--- src/rtl/vsm_mem_arbiter.sv ---
// vsm_mem_arbiter: two-port (fetch / data) sequencer for the VSM 8x4 memory.
// Serialises requests and wraps each access in setup / strobe / hold phases so
// MemAddr and Mem_In are stable around every ReadMem / WriteMem pulse.
// Build option: define VSM_ARB_FIXED_PRIO_EN for fixed fetch-over-data priority;
// left undefined, contention is resolved round-robin.
module vsm_mem_arbiter #(
  parameter int ADDR_W     = 3,
  parameter int DATA_W     = 4,
  parameter int SETUP_CYC  = 1,
  parameter int STROBE_CYC = 1
) (
  input  logic              Clk,
  input  logic              Rst_n,
  input  logic              FetchReq,
  input  logic [ADDR_W-1:0] FetchAddr,
  output logic              FetchAck,
  output logic [DATA_W-1:0] FetchData,
  input  logic              DataReq,
  input  logic              DataWe,
  input  logic [ADDR_W-1:0] DataAddr,
  input  logic [DATA_W-1:0] DataWdata,
  output logic              DataAck,
  output logic [DATA_W-1:0] DataRdata,
  output logic [ADDR_W-1:0] MemAddr,
  output logic [DATA_W-1:0] Mem_In,
  output logic              ReadMem,
  output logic              WriteMem,
  input  logic [DATA_W-1:0] MemOut,
  output logic              Busy
);
  typedef enum logic [1:0] {IDLE = 2'd0, SETUP = 2'd1, STROBE = 2'd2, HOLD = 2'd3} state_t;

  localparam logic [1:0] SETUP_LD  = 2'(SETUP_CYC - 1);
  localparam logic [1:0] STROBE_LD = 2'(STROBE_CYC - 1);

  state_t     state, state_nxt;
  logic [1:0] cnt, cnt_nxt;
  logic       gap;        // first IDLE cycle after HOLD: requests are not arbitrated
  logic       cur_fetch;  // granted port of the transaction in flight
  logic       cur_we;
  logic       grant;
  logic       gnt_fetch;

`ifdef VSM_ARB_FIXED_PRIO_EN
  // Fetch always wins; data is served only when fetch is not requesting
  assign gnt_fetch = FetchReq;
`else
  logic last_fetch;       // 1 = last grant went to fetch, 0 = data
  // On contention the port that was not granted last time wins
  assign gnt_fetch = FetchReq && (!DataReq || !last_fetch);

  // Remember the last winner for round-robin
  always_ff @(posedge Clk or negedge Rst_n) begin
    if (!Rst_n)     last_fetch <= 1'b0;
    else if (grant) last_fetch <= gnt_fetch;
  end
`endif

  // Next-state and phase counter
  always_comb begin
    state_nxt = state;
    cnt_nxt   = cnt;
    grant     = 1'b0;
    case (state)
      IDLE: if (!gap && (FetchReq || DataReq)) begin
        grant     = 1'b1;
        state_nxt = SETUP;
        cnt_nxt   = SETUP_LD;
      end
      SETUP: if (cnt == 2'd0) begin
        state_nxt = STROBE;
        cnt_nxt   = STROBE_LD;
      end else cnt_nxt = cnt - 2'd1;
      STROBE: if (cnt == 2'd0) state_nxt = HOLD;
              else cnt_nxt = cnt - 2'd1;
      HOLD:    state_nxt = IDLE;
      default: state_nxt = IDLE;
    endcase
  end

  // State register and operand capture at grant; MemAddr/Mem_In move only here
  always_ff @(posedge Clk or negedge Rst_n) begin
    if (!Rst_n) begin
      state     <= IDLE;
      cnt       <= 2'd0;
      gap       <= 1'b0;
      cur_fetch <= 1'b0;
      cur_we    <= 1'b0;
      MemAddr   <= '0;
      Mem_In    <= '0;
    end else begin
      state <= state_nxt;
      cnt   <= cnt_nxt;
      gap   <= (state == HOLD);
      if (grant) begin
        cur_fetch <= gnt_fetch;
        cur_we    <= !gnt_fetch && DataWe;
        MemAddr   <= gnt_fetch ? FetchAddr : DataAddr;
        Mem_In    <= (!gnt_fetch && DataWe) ? DataWdata : '0;
      end
    end
  end

  // Registered strobes, acks, busy and read-data capture, decoded from the next state
  always_ff @(posedge Clk or negedge Rst_n) begin
    if (!Rst_n) begin
      ReadMem   <= 1'b0;
      WriteMem  <= 1'b0;
      FetchAck  <= 1'b0;
      DataAck   <= 1'b0;
      Busy      <= 1'b0;
      FetchData <= '0;
      DataRdata <= '0;
    end else begin
      ReadMem  <= (state_nxt == STROBE) && !cur_we;
      WriteMem <= (state_nxt == STROBE) &&  cur_we;
      FetchAck <= (state_nxt == HOLD) &&  cur_fetch;
      DataAck  <= (state_nxt == HOLD) && !cur_fetch;
      Busy     <= (state_nxt != IDLE);
      if (state == STROBE && state_nxt == HOLD && !cur_we) begin
        if (cur_fetch) FetchData <= MemOut;
        else           DataRdata <= MemOut;
      end
    end
  end
endmodule

--- config.mk ---
export PLATFORM = sky130hd
export DESIGN_NAME = vsm_mem_arbiter
export DESIGN_NICKNAME = d
export VERILOG_FILES = /design/src/rtl/vsm_mem_arbiter.sv
export SDC_FILE = /design/constraint.sdc
export NUM_CORES = 1
export LEC_CHECK = 0
export ABC_AREA = 1
export CAP_MARGIN = 20
export CORE_ASPECT_RATIO = 1.4
export CORE_MARGIN = 1.5
export CORE_UTILIZATION = 30
export DETAILED_ROUTE_END_ITERATION = 7
export GPL_ROUTABILITY_DRIVEN = 0
export HOLD_SLACK_MARGIN = 0.1
export REMOVE_ABC_BUFFERS = 1
export SETUP_SLACK_MARGIN = 0.02
export SLEW_MARGIN = 20
export SYNTH_ARGS = -nofsm -noshare
export SYNTH_HDL_FRONTEND = slang
export SYNTH_SLANG_ARGS = --single-unit
--- constraint.sdc ---
create_clock -name Clk -period 1.35 [get_ports Clk]
set_input_delay 0.27 -clock Clk [delete_from_list [all_inputs] [get_ports Clk]]
set_output_delay 0.27 -clock Clk [all_outputs]
set_load 0.01 [all_outputs]
==> impl_metrics.csv, run 1 <==
group,metric,value,unit
run_status,outcome,"finished, violations left",
run_status,violations,"negative setup slack",
clock_network,holdBufCountCts,0,
critical_path,crit_type,"flop to flop",
clock_network,clk_latency,0.28,ns
placement,portBuffers,38,
placement,place_hpwl,2.300,mm
critical_path,cp-end-kind,"flop",
clock_network,cts-root-buf,"clkbuf_8",
timing,fin_tns_setup,-2.805,ns
timing,period_share,112.2,%
routing,vias,1184,
critical_path,critPathLaunchType,"flop",
floorplan,die_area,0.004808,mm²
timing,setup_viol,22,
synth,ys_seq_area_share,51.23,%
cells_and_area,fill_cells,385,
synth,syn_avg_cell_area,9.420,µm²
routing,viasPerCell,4.369,
global_routing,grt_max_degree,28,
timing,grt_setup_unrepaired,"yes",
timing,min_period,1.514,ns
power_and_ir_drop,seqPwrFrac,28.4,%
routing,first_iter_violations,12,
floorplan,start_util,31.11,%
global_routing,first_global_vias,1210,
timing,fmax,660.5,MHz
routing,routedWlPerCell,12.36,µm
routing,drt_pass1_iterations,4,
routing,drcViolationCount,0,
cells_and_area,seq_area,676.9,µm²
synth,yosysMostFrequentCell,"nand2_1",
cells_and_area,syn_to_final_growth,65.84,%
routing,ant_nets,0,
timing,tightest_slew,0.2318,ns
global_routing,overflow,0,
synth,async_reset_ff_share,100.0,%
power_and_ir_drop,switching_power,1.935,mW
clock_network,cts_buffer_depth,2,
global_routing,grt_pass1_wl,5.382,mm
timing,finalWorstSetupSlack,-0.1640,ns
synth,synth_ff_type,"dfrtp_1",
timing,finClkSkew,0.001438,ns
timing,finalHoldViolations,0,
floorplan,ios,39,
cells_and_area,antennaDiodeCount,0,
power_and_ir_drop,powerDensity,2117,mW/mm²
synth,synthDistinctLibCells,20,
synth,ys_ff_latch,27,
synth,synth_top_area_cell,"dfrtp_1",
cells_and_area,instances_no_fill,271,
power_and_ir_drop,internal-power,2.696,mW
min_path,hold_class,"primary input to async pin",
clock_network,cts_sinks,27,
global_routing,antenna_found_initial,0,
synth,ys_top_cells_by_area,"dfrtp_1 (51%), nand2_1 (12%), ha_1 (9.5%)",
floorplan,die_w,59.04,µm
synth,syn_inst,140,
synth,synth_common_cells,"nand2_1 (42), dfrtp_1 (27), nand3_1 (14)",
clock_network,cts_tree,"done",
placement,dp.cells,258,
floorplan,core.rowCount,28,
cells_and_area,nets,241,
timing,holdWs,0.3382,ns
cells_and_area,drive_gt1_share,32.70,%
power_and_ir_drop,p_leak,1.125,nW
critical_path,path_max_fanout,6,
synth,ys_warn_count,0,
critical_path,r2r_slack,-0.16,ns
timing,slew_headroom,84.55,%
clock_network,path_clk_slew,0.09,ns
synth,synth-edff-count,0,
power_and_ir_drop,clockPowerShare,10.2,%
routing,wl,3.349,mm
flow_run,maxCapViolCount,0,
global_routing,grt.total_usage,14.62,%
clock_network,cts_inserted_buffers,3,
timing,slew_violations,0,
synth,synth_area,0.001319,mm²
critical_path,cp.arrival,1.73,ns
floorplan,core-area,0.004239,mm²
cells_and_area,multi_input_area,719.4,µm²
floorplan,die_h,81.45,µm
critical_path,critical_path_required,1.57,ns
power_and_ir_drop,switching_share,41.78,%
power_and_ir_drop,ir_drop,0.9783,mV
clock_network,cts.htree.levels,1,
synth,synth_top_area_share,51.23,%
power_and_ir_drop,power_frac_comb,61.4,%
state kept, by name (all words and copies together), names as in the netlist, 2 cells and up:
signal,cells
Mem_In,4
DataRdata,4
state,2
FetchData,4
MemAddr,3
cnt,2
power by group through the flow:
| stage | registers, mW | clock network [mW] | logic (mW) |
|---|---|---|---|
| floorplan | 1.44 | 0 | 0.996 |
| global placement | 1.31 | 0 | 2.22 |
| detailed placement | 1.32 | 0 | 2.26 |
| CTS | 1.31 | 0.484 | 2.46 |
| global route | 1.36 | 0.521 | 3.11 |
| finish | 1.32 | 0.474 | 2.84 |
cell usage in the layout (no fill, tap or decap), types with 2 or more instances in the layout:
master,n
inv_2,5
inv_1,6
nor2_1,6
ha_4,6
nand4_1,2
dlygate4sd2_1,20
nand3_2,4
o21ai_0,4
a21oi_1,2
buf_4,24
nor2_8,2
clkbuf_8,3
nand2_2,4
inv_4,4
o21ai_1,4
nand3_1,11
o31ai_2,2
nor2_4,2
nand2_1,38
dfrtp_1,26
ha_1,4
clkdlybuf4s50_1,18
buf_6,4
nand2_4,2
timing repair:
item                                    CTS  global route
buffers inserted                          5             4
gates resized for setup                  42            22
endpoints found under the setup margin   45            25
pin swaps                                16            18
stage by stage:
step	utilization (%)	worst slack (ns)	cell area, µm²	total power [mW]
finish	51.59	-0.1640	2187	4.631
global route	51.59	-0.2977	2187	4.989
CTS	49.00	-0.1134	2077	4.251
detailed placement	45.69	-0.3042	1937	3.576
global placement	45.69	-0.3030	1937	3.527
floorplan	-	-0.1200	1319	2.436
layer usage:
layer	up-vias	track usage (%)	wire, µm	part of all wire, %
li1	590	-	-	-
met1	559	15.41	1287	38
met2	27	28.11	1855	55
met3	8	2.520	113	3.4
met4	0	5.455	93	2.8
met5	-	0	0	0
final timing paths:
kind                                    start                        to  depth (start not counted)
min in group Clk           cur_we$_DFFE_PN0P_         ReadMem$_DFF_PN0_                          1
max in group asynchronous               Rst_n        state[1]$_DFF_PN0_                          2
min                                     Rst_n  FetchData[0]$_DFFE_PN0P_                          2
max reg2reg                state[0]$_DFF_PN0_     Mem_In[3]$_DFFE_PN0P_                         10
min reg2reg                cur_we$_DFFE_PN0P_         ReadMem$_DFF_PN0_                          1
max                        state[0]$_DFF_PN0_     Mem_In[3]$_DFFE_PN0P_                         10
area by class of cell:
type	instances	share of cell area, %
multi-input combinational	98	32.89
timing repair buffer	67	27.46
clock buffer	3	1.888
clock inverter	1	0.3432
inverter	15	3.032
sequential	27	30.95
tap	60	3.432
kinds of logic after synthesis:
kind of cell | after synthesis | share of synthesized area (%)
AND/OR/NAND/NOR | 73 | 27.70
adder cells (fa/ha/maj) | 10 | 9.488
buffers and inverters | 15 | 4.270
flip-flops | 27 | 51.23
AO/OA/AOI/OAI | 15 | 7.305
critical path, cell delays in order (launching register included):
cell and delay [ns]:
dfrtp_1 0.44, inv_4 0.14, buf_4 0.13, buf_6 0.09, ha_4 0.13, inv_2 0.04
nor2_4 0.11, inv_4 0.07, nor2_4 0.15, nand3_1 0.09, nand2_1 0.07
No activity file was read; power rests on OpenSTA's default activity.
==> run 2, diff against run 1 <==
- SLEW_MARGIN: 20 -> default
- clock period: 1.35 -> 1.95 ns (I/O delays scaled with it)
==> run 2 against run 1 <==
Against the previous run:
- the flow now finishes without violations
- combinational power shrank 55%
- sequential cell count is the same
- clock-buffer cell count is the same
- via count shrank 12%
- final area shrank 16%
- non-clock buffer count shrank 26
- clock skew grew 0.0018 ns
- sequential share of layout area grew 5.7 points
- final cell count shrank 9.6%
- critical endpoint is now FetchData[0]$_DFFE_PN0P_
- largest power group unchanged
==> impl_metrics.csv, run 2 (synthesis gave the netlist of run 1 again) <==
group,metric,value,unit
floorplan,die_w,59.04,µm
clock_network,clk_latency,0.27,ns
floorplan,ios,39,
global_routing,overflow,0,
critical_path,reg2reg_to,"FetchData[0]$_DFFE_PN0P_",
critical_path,cp.arrival,1.84,ns
placement,portBuffers,38,
cells_and_area,drive_gt1_share,10.27,%
power_and_ir_drop,ir_drop,0.6335,mV
critical_path,path_max_fanout,6,
global_routing,antenna_found_initial,0,
timing,tightest_slew,0.3425,ns
timing,grt_setup_unrepaired,"no",
timing,slew_headroom,77.17,%
power_and_ir_drop,power_frac_comb,50.3,%
cells_and_area,reg_top3,"DataRdata (4), FetchData (4), Mem_In (4)",
critical_path,reg2reg_from,"state[0]$_DFF_PN0_",
cells_and_area,final_common_cell,"nand2_1",
cells_and_area,syn_to_final_growth,39.94,%
power_and_ir_drop,clockPowerShare,12.8,%
clock_network,holdBufCountCts,0,
floorplan,core.rowCount,28,
timing,slew_violations,0,
critical_path,critical_path_required,2.12,ns
routing,viasPerCell,4.273,
min_path,hold_class,"primary input to async pin",
global_routing,grt_pass1_wl,4.692,mm
clock_network,cts_tree,"done",
timing,finClkSkew,0.003214,ns
power_and_ir_drop,power,2.536,mW
timing,holdWs,0.4775,ns
timing,period_share,85.62,%
clock_network,cts-root-buf,"clkbuf_8",
clock_network,cts_inserted_buffers,3,
timing,setup_viol,0,
routing,drcViolationCount,0,
power_and_ir_drop,powerDensity,1374,mW/mm²
power_and_ir_drop,switching_share,40.81,%
clock_network,path_clk_slew,0.09,ns
timing,min_period,1.670,ns
run_status,outcome,"finished clean",
cells_and_area,fill_cells,423,
power_and_ir_drop,internal-power,1.501,mW
clock_network,postCtsSetupBuffers,0,
power_and_ir_drop,switching_power,1.035,mW
flow_run,maxCapViolCount,0,
critical_path,cp-end-kind,"flop",
placement,place_hpwl,2.132,mm
cells_and_area,mostFrequentLayoutCells,"nand2_1 (42), clkdlybuf4s50_1 (38), dfrtp_1 (27)",
cells_and_area,antennaDiodeCount,0,
timing,fin_tns_setup,0,ns
global_routing,grt.total_usage,12.61,%
routing,first_iter_violations,19,
routing,vias,1047,
global_routing,grt_max_degree,28,
power_and_ir_drop,p_leak,0.9143,nW
routing,ant_nets,0,
critical_path,critPathLaunchType,"flop",
cells_and_area,nets,215,
timing,fmax,599.0,MHz
clock_network,post_cts_resized,0,
floorplan,die_h,81.45,µm
floorplan,core-area,0.004239,mm²
critical_path,crit_type,"flop to flop",
timing,finalHoldViolations,0,
floorplan,start_util,31.11,%
critical_path,r2r_slack,0.28,ns
clock_network,cts_buffer_depth,2,
floorplan,die_area,0.004808,mm²
clock_network,cts_sinks,27,
critical_path,reg2regPathDepth,9,
routing,drt_pass1_iterations,4,
clock_network,cts.htree.levels,1,
routing,routedWlPerCell,10.95,µm
routing,wl,2.683,mm
power_and_ir_drop,seqPwrFrac,36.9,%
global_routing,first_global_vias,1074,
==> run 2: worst max-delay path by stage <==
stage,start,endpoint,slack [ns],cells past startpoint
2_1_floorplan,state[0]$_DFF_PN0_,DataRdata[0]$_DFFE_PN0P_,0.48,7
3_3_place_gp,DataReq,FetchData[1]$_DFFE_PN0P_,0.16,7
3_5_place_dp,DataReq,FetchData[0]$_DFFE_PN0P_,0.17,7
4_1_cts,state[0]$_DFF_PN0_,FetchData[0]$_DFFE_PN0P_,0.26,9
5_1_grt,state[0]$_DFF_PN0_,FetchData[2]$_DFFE_PN0P_,0.09,9
6_report,state[0]$_DFF_PN0_,FetchData[0]$_DFFE_PN0P_,0.28,9
==> run 2: worst max-delay path, stage by stage, from the launching register on <==
cell and delay (ns):
dfrtp_1 0.43, inv_1 0.18, ha_1 0.22, inv_1 0.09, nand2_1 0.07, nand3_1 0.07
nand2_2 0.14, nand4_1 0.19, nand2_1 0.11, nand2_1 0.05
==> run 2: final cells by class <==
cell class | instances | area [µm²] | area share [%]
clock buffers | 3 | 41.29 | 2.237
clock inverters | 1 | 7.507 | 0.4068
inverters | 15 | 56.30 | 3.051
multi-input cells | 98 | 586.8 | 31.80
flip-flops and latches | 27 | 675.6 | 36.61
well taps | 60 | 75.07 | 4.068
repair buffers | 41 | 402.9 | 21.83
==> run 2: layer usage <==
layer  track usage (%)  vias to the layer above  wire, µm
met3             1.260                        5        87
met1             13.96                      484      1091
met2             23.44                       22      1441
met4             6.136                        0        61
met5                 0                        -         0
li1                  -                      536         -
==> run 2: power groups by stage <==
stage / Sequential (mW) / Clock [mW] / Combinational, mW
2_1_floorplan: 0.997 / 0 / 0.690
3_3_place_gp: 0.942 / 0 / 1.27
3_5_place_dp: 0.950 / 0 / 1.29
4_1_cts: 0.942 / 0.346 / 1.30
5_1_grt: 0.976 / 0.359 / 1.43
6_report: 0.936 / 0.325 / 1.27
==> run 2: per-stage QoR <==
step | setup WS, ns | utilization (%) | std cells | area, µm²
6_report | 0.2804 | 43.54 | 245 | 1846
5_1_grt | 0.09174 | 43.54 | 245 | 1846
4_1_cts | 0.2560 | 43.54 | 245 | 1846
3_5_place_dp | 0.1679 | 42.38 | 241 | 1797
3_3_place_gp | 0.1636 | 42.38 | 241 | 1797
2_1_floorplan | 0.4800 | - | 140 | 1319
==> run 3, diff against run 2 <==
- CORE_MARGIN: 1.5 -> 3
- SLEW_MARGIN: default -> 30
==> run 3 against run 2 <==
Against the previous run:
- core utilization increased by 1.6 points
- die area increased by 9.0%
- sequential share of layout area about the same
- sequential power about the same
- highest routed layer unchanged
- final area decreased by 0.14%
==> impl_metrics.csv, run 3 (synthesis gave the netlist of run 1 again) <==
group,metric,value,unit
timing,fin_tns_setup,0,ns
floorplan,core-area,0.004088,mm²
cells_and_area,mostFrequentLayoutCells,"nand2_1 (42), clkdlybuf4s50_1 (38), dfrtp_1 (27)",
timing,finalWorstSetupSlack,0.2970,ns
routing,drcViolationCount,0,
power_and_ir_drop,powerDensity,1384,mW/mm²
run_status,outcome,"finished clean",
critical_path,critPathLaunchType,"flop",
routing,routedWlPerCell,11.73,µm
routing,drt_pass1_iterations,4,
routing,vias,1071,
power_and_ir_drop,ir_drop,0.6058,mV
critical_path,path_max_fanout,6,
cells_and_area,nets,215,
critical_path,cp.arrival,1.82,ns
timing,period_share,84.77,%
routing,first_iter_violations,15,
routing,ant_nets,0,
clock_network,cts_tree,"done",
timing,finalHoldViolations,0,
floorplan,ios,39,
cells_and_area,antennaDiodeCount,0,
global_routing,busiest_layer,"met2",
floorplan,die_w,62.04,µm
global_routing,grt_max_degree,28,
critical_path,crit_type,"flop to flop",
clock_network,post_cts_resized,0,
routing,viasPerCell,4.407,
timing,tightest_slew,0.3455,ns
cells_and_area,reg_top3,"DataRdata (4), FetchData (4), Mem_In (4)",
timing,min_period,1.653,ns
global_routing,grt_pass1_wl,4.892,mm
clock_network,holdBufCountCts,0,
clock_network,cts_inserted_buffers,3,
critical_path,cp-end-kind,"flop",
floorplan,core.rowCount,27,
timing,fmax,605.0,MHz
cells_and_area,fill_cells,404,
power_and_ir_drop,power_frac_comb,50.8,%
critical_path,crit_slowest_cell,"dfrtp_1",
global_routing,overflow,0,
power_and_ir_drop,switching_share,41.14,%
global_routing,use_met2,20.28,%
critical_path,max_stage_delay,0.44,ns
floorplan,die_h,84.45,µm
clock_network,cts-root-buf,"clkbuf_8",
power_and_ir_drop,internal-power,1.501,mW
floorplan,start_util,32.26,%
clock_network,postCtsSetupBuffers,0,
min_path,hold_class,"flop to flop",
critical_path,crit_top_cell,"nand2_1",
floorplan,die_area,0.005239,mm²
clock_network,cts_buffer_depth,2,
clock_network,clk_latency,0.27,ns
critical_path,critical_path_required,2.12,ns
power_and_ir_drop,switching_power,1.049,mW
power_and_ir_drop,p_leak,0.9143,nW
cells_and_area,drive_gt1_share,10.27,%
global_routing,antenna_found_initial,0,
timing,grt_setup_unrepaired,"no",
power_and_ir_drop,clockPowerShare,12.6,%
cells_and_area,syn_to_final_growth,39.75,%
global_routing,first_global_vias,1158,
placement,portBuffers,38,
critical_path,path_cells,"inv_1 -> ha_1 -> inv_1 -> nand2_1 -> nand3_1 -> nand2_2 -> nand4_1 -> nand2_1 -> nand2_1",
clock_network,cts_sinks,27,
global_routing,met3_usage,3.077,%
routing,wl,2.851,mm
flow_run,maxCapViolCount,0,
timing,setup_viol,0,
cells_and_area,final_common_cell,"nand2_1",
placement,post-place-ws,0.1499,ns
global_routing,use_met1,13.87,%
timing,slew_violations,0,
timing,finClkSkew,0.003939,ns
power_and_ir_drop,seqPwrFrac,36.6,%
placement,place_hpwl,2.293,mm
clock_network,cts.htree.levels,1,
timing,slew_headroom,76.97,%
clock_network,path_clk_slew,0.09,ns
global_routing,grt.total_usage,11.95,%
-- run 3: per-stage QoR --
step	std cells	total power, mW	hold slack (ns)	util, %	cell area, µm²
finish	243	2.550	0.4848	45.09	1843
global route	243	2.766	0.5037	45.09	1843
floorplan	140	1.687	0.09441	-	1319
detailed placement	239	2.261	0.4684	43.89	1794
global placement	239	2.227	0.4685	43.89	1794
CTS	243	2.591	0.4837	45.09	1843
-- run 3: area by class of cell --
cell class                 count  area, µm²  share of cell area [%]
timing repair buffer          41      402.9                   21.86
tap                           58      72.57                   3.938
clock buffer                   3      41.29                   2.240
sequential                    27      675.6                   36.66
inverter                      15      56.30                   3.055
multi-input combinational     98      586.8                   31.84
clock inverter                 1      7.507                  0.4073
-- run 3: worst max-delay path: cells and delay by family, from the launching register on --
kind | cells | cell delay, ns
buffers and inverters | 2 | 0.27
adder cells (fa/ha/maj) | 1 | 0.22
AND/OR/NAND/NOR | 6 | 0.62
flip-flops | 1 | 0.44
-- run 3: path summary, 6_finish.rpt --
| path | start | slack, ns | cells after the start | end |
|---|---|---|---|---|
| worst min-delay path | cur_we$_DFFE_PN0P_ | 0.48 | 1 | ReadMem$_DFF_PN0_ |
| worst max-delay path | state[0]$_DFF_PN0_ | 0.30 | 9 | FetchData[3]$_DFFE_PN0P_ |
| min in group asynchronous | Rst_n | 0.49 | 2 | MemAddr[1]$_DFFE_PN0P_ |
| worst max register to register | state[0]$_DFF_PN0_ | 0.30 | 9 | FetchData[3]$_DFFE_PN0P_ |
| worst min register to register | cur_we$_DFFE_PN0P_ | 0.48 | 1 | ReadMem$_DFF_PN0_ |
| max in group asynchronous | Rst_n | 1.20 | 2 | Busy$_DFF_PN0_ |
-- run 3: routing by layer --
layer / vias up / share of wire [%]
met5: - / 0
met4: 0 / 1.3
met3: 5 / 4.4
met2: 21 / 54
met1: 510 / 41
li1: 535 / -
-- run 3: power groups by stage --
stage,registers [mW],clock network [mW],logic [mW]
after floorplan,0.997,0,0.690
final,0.934,0.321,1.30
after detailed placement,0.948,0,1.31
after global routing,0.966,0.353,1.45
after global placement,0.942,0,1.28
after CTS,0.940,0.331,1.32
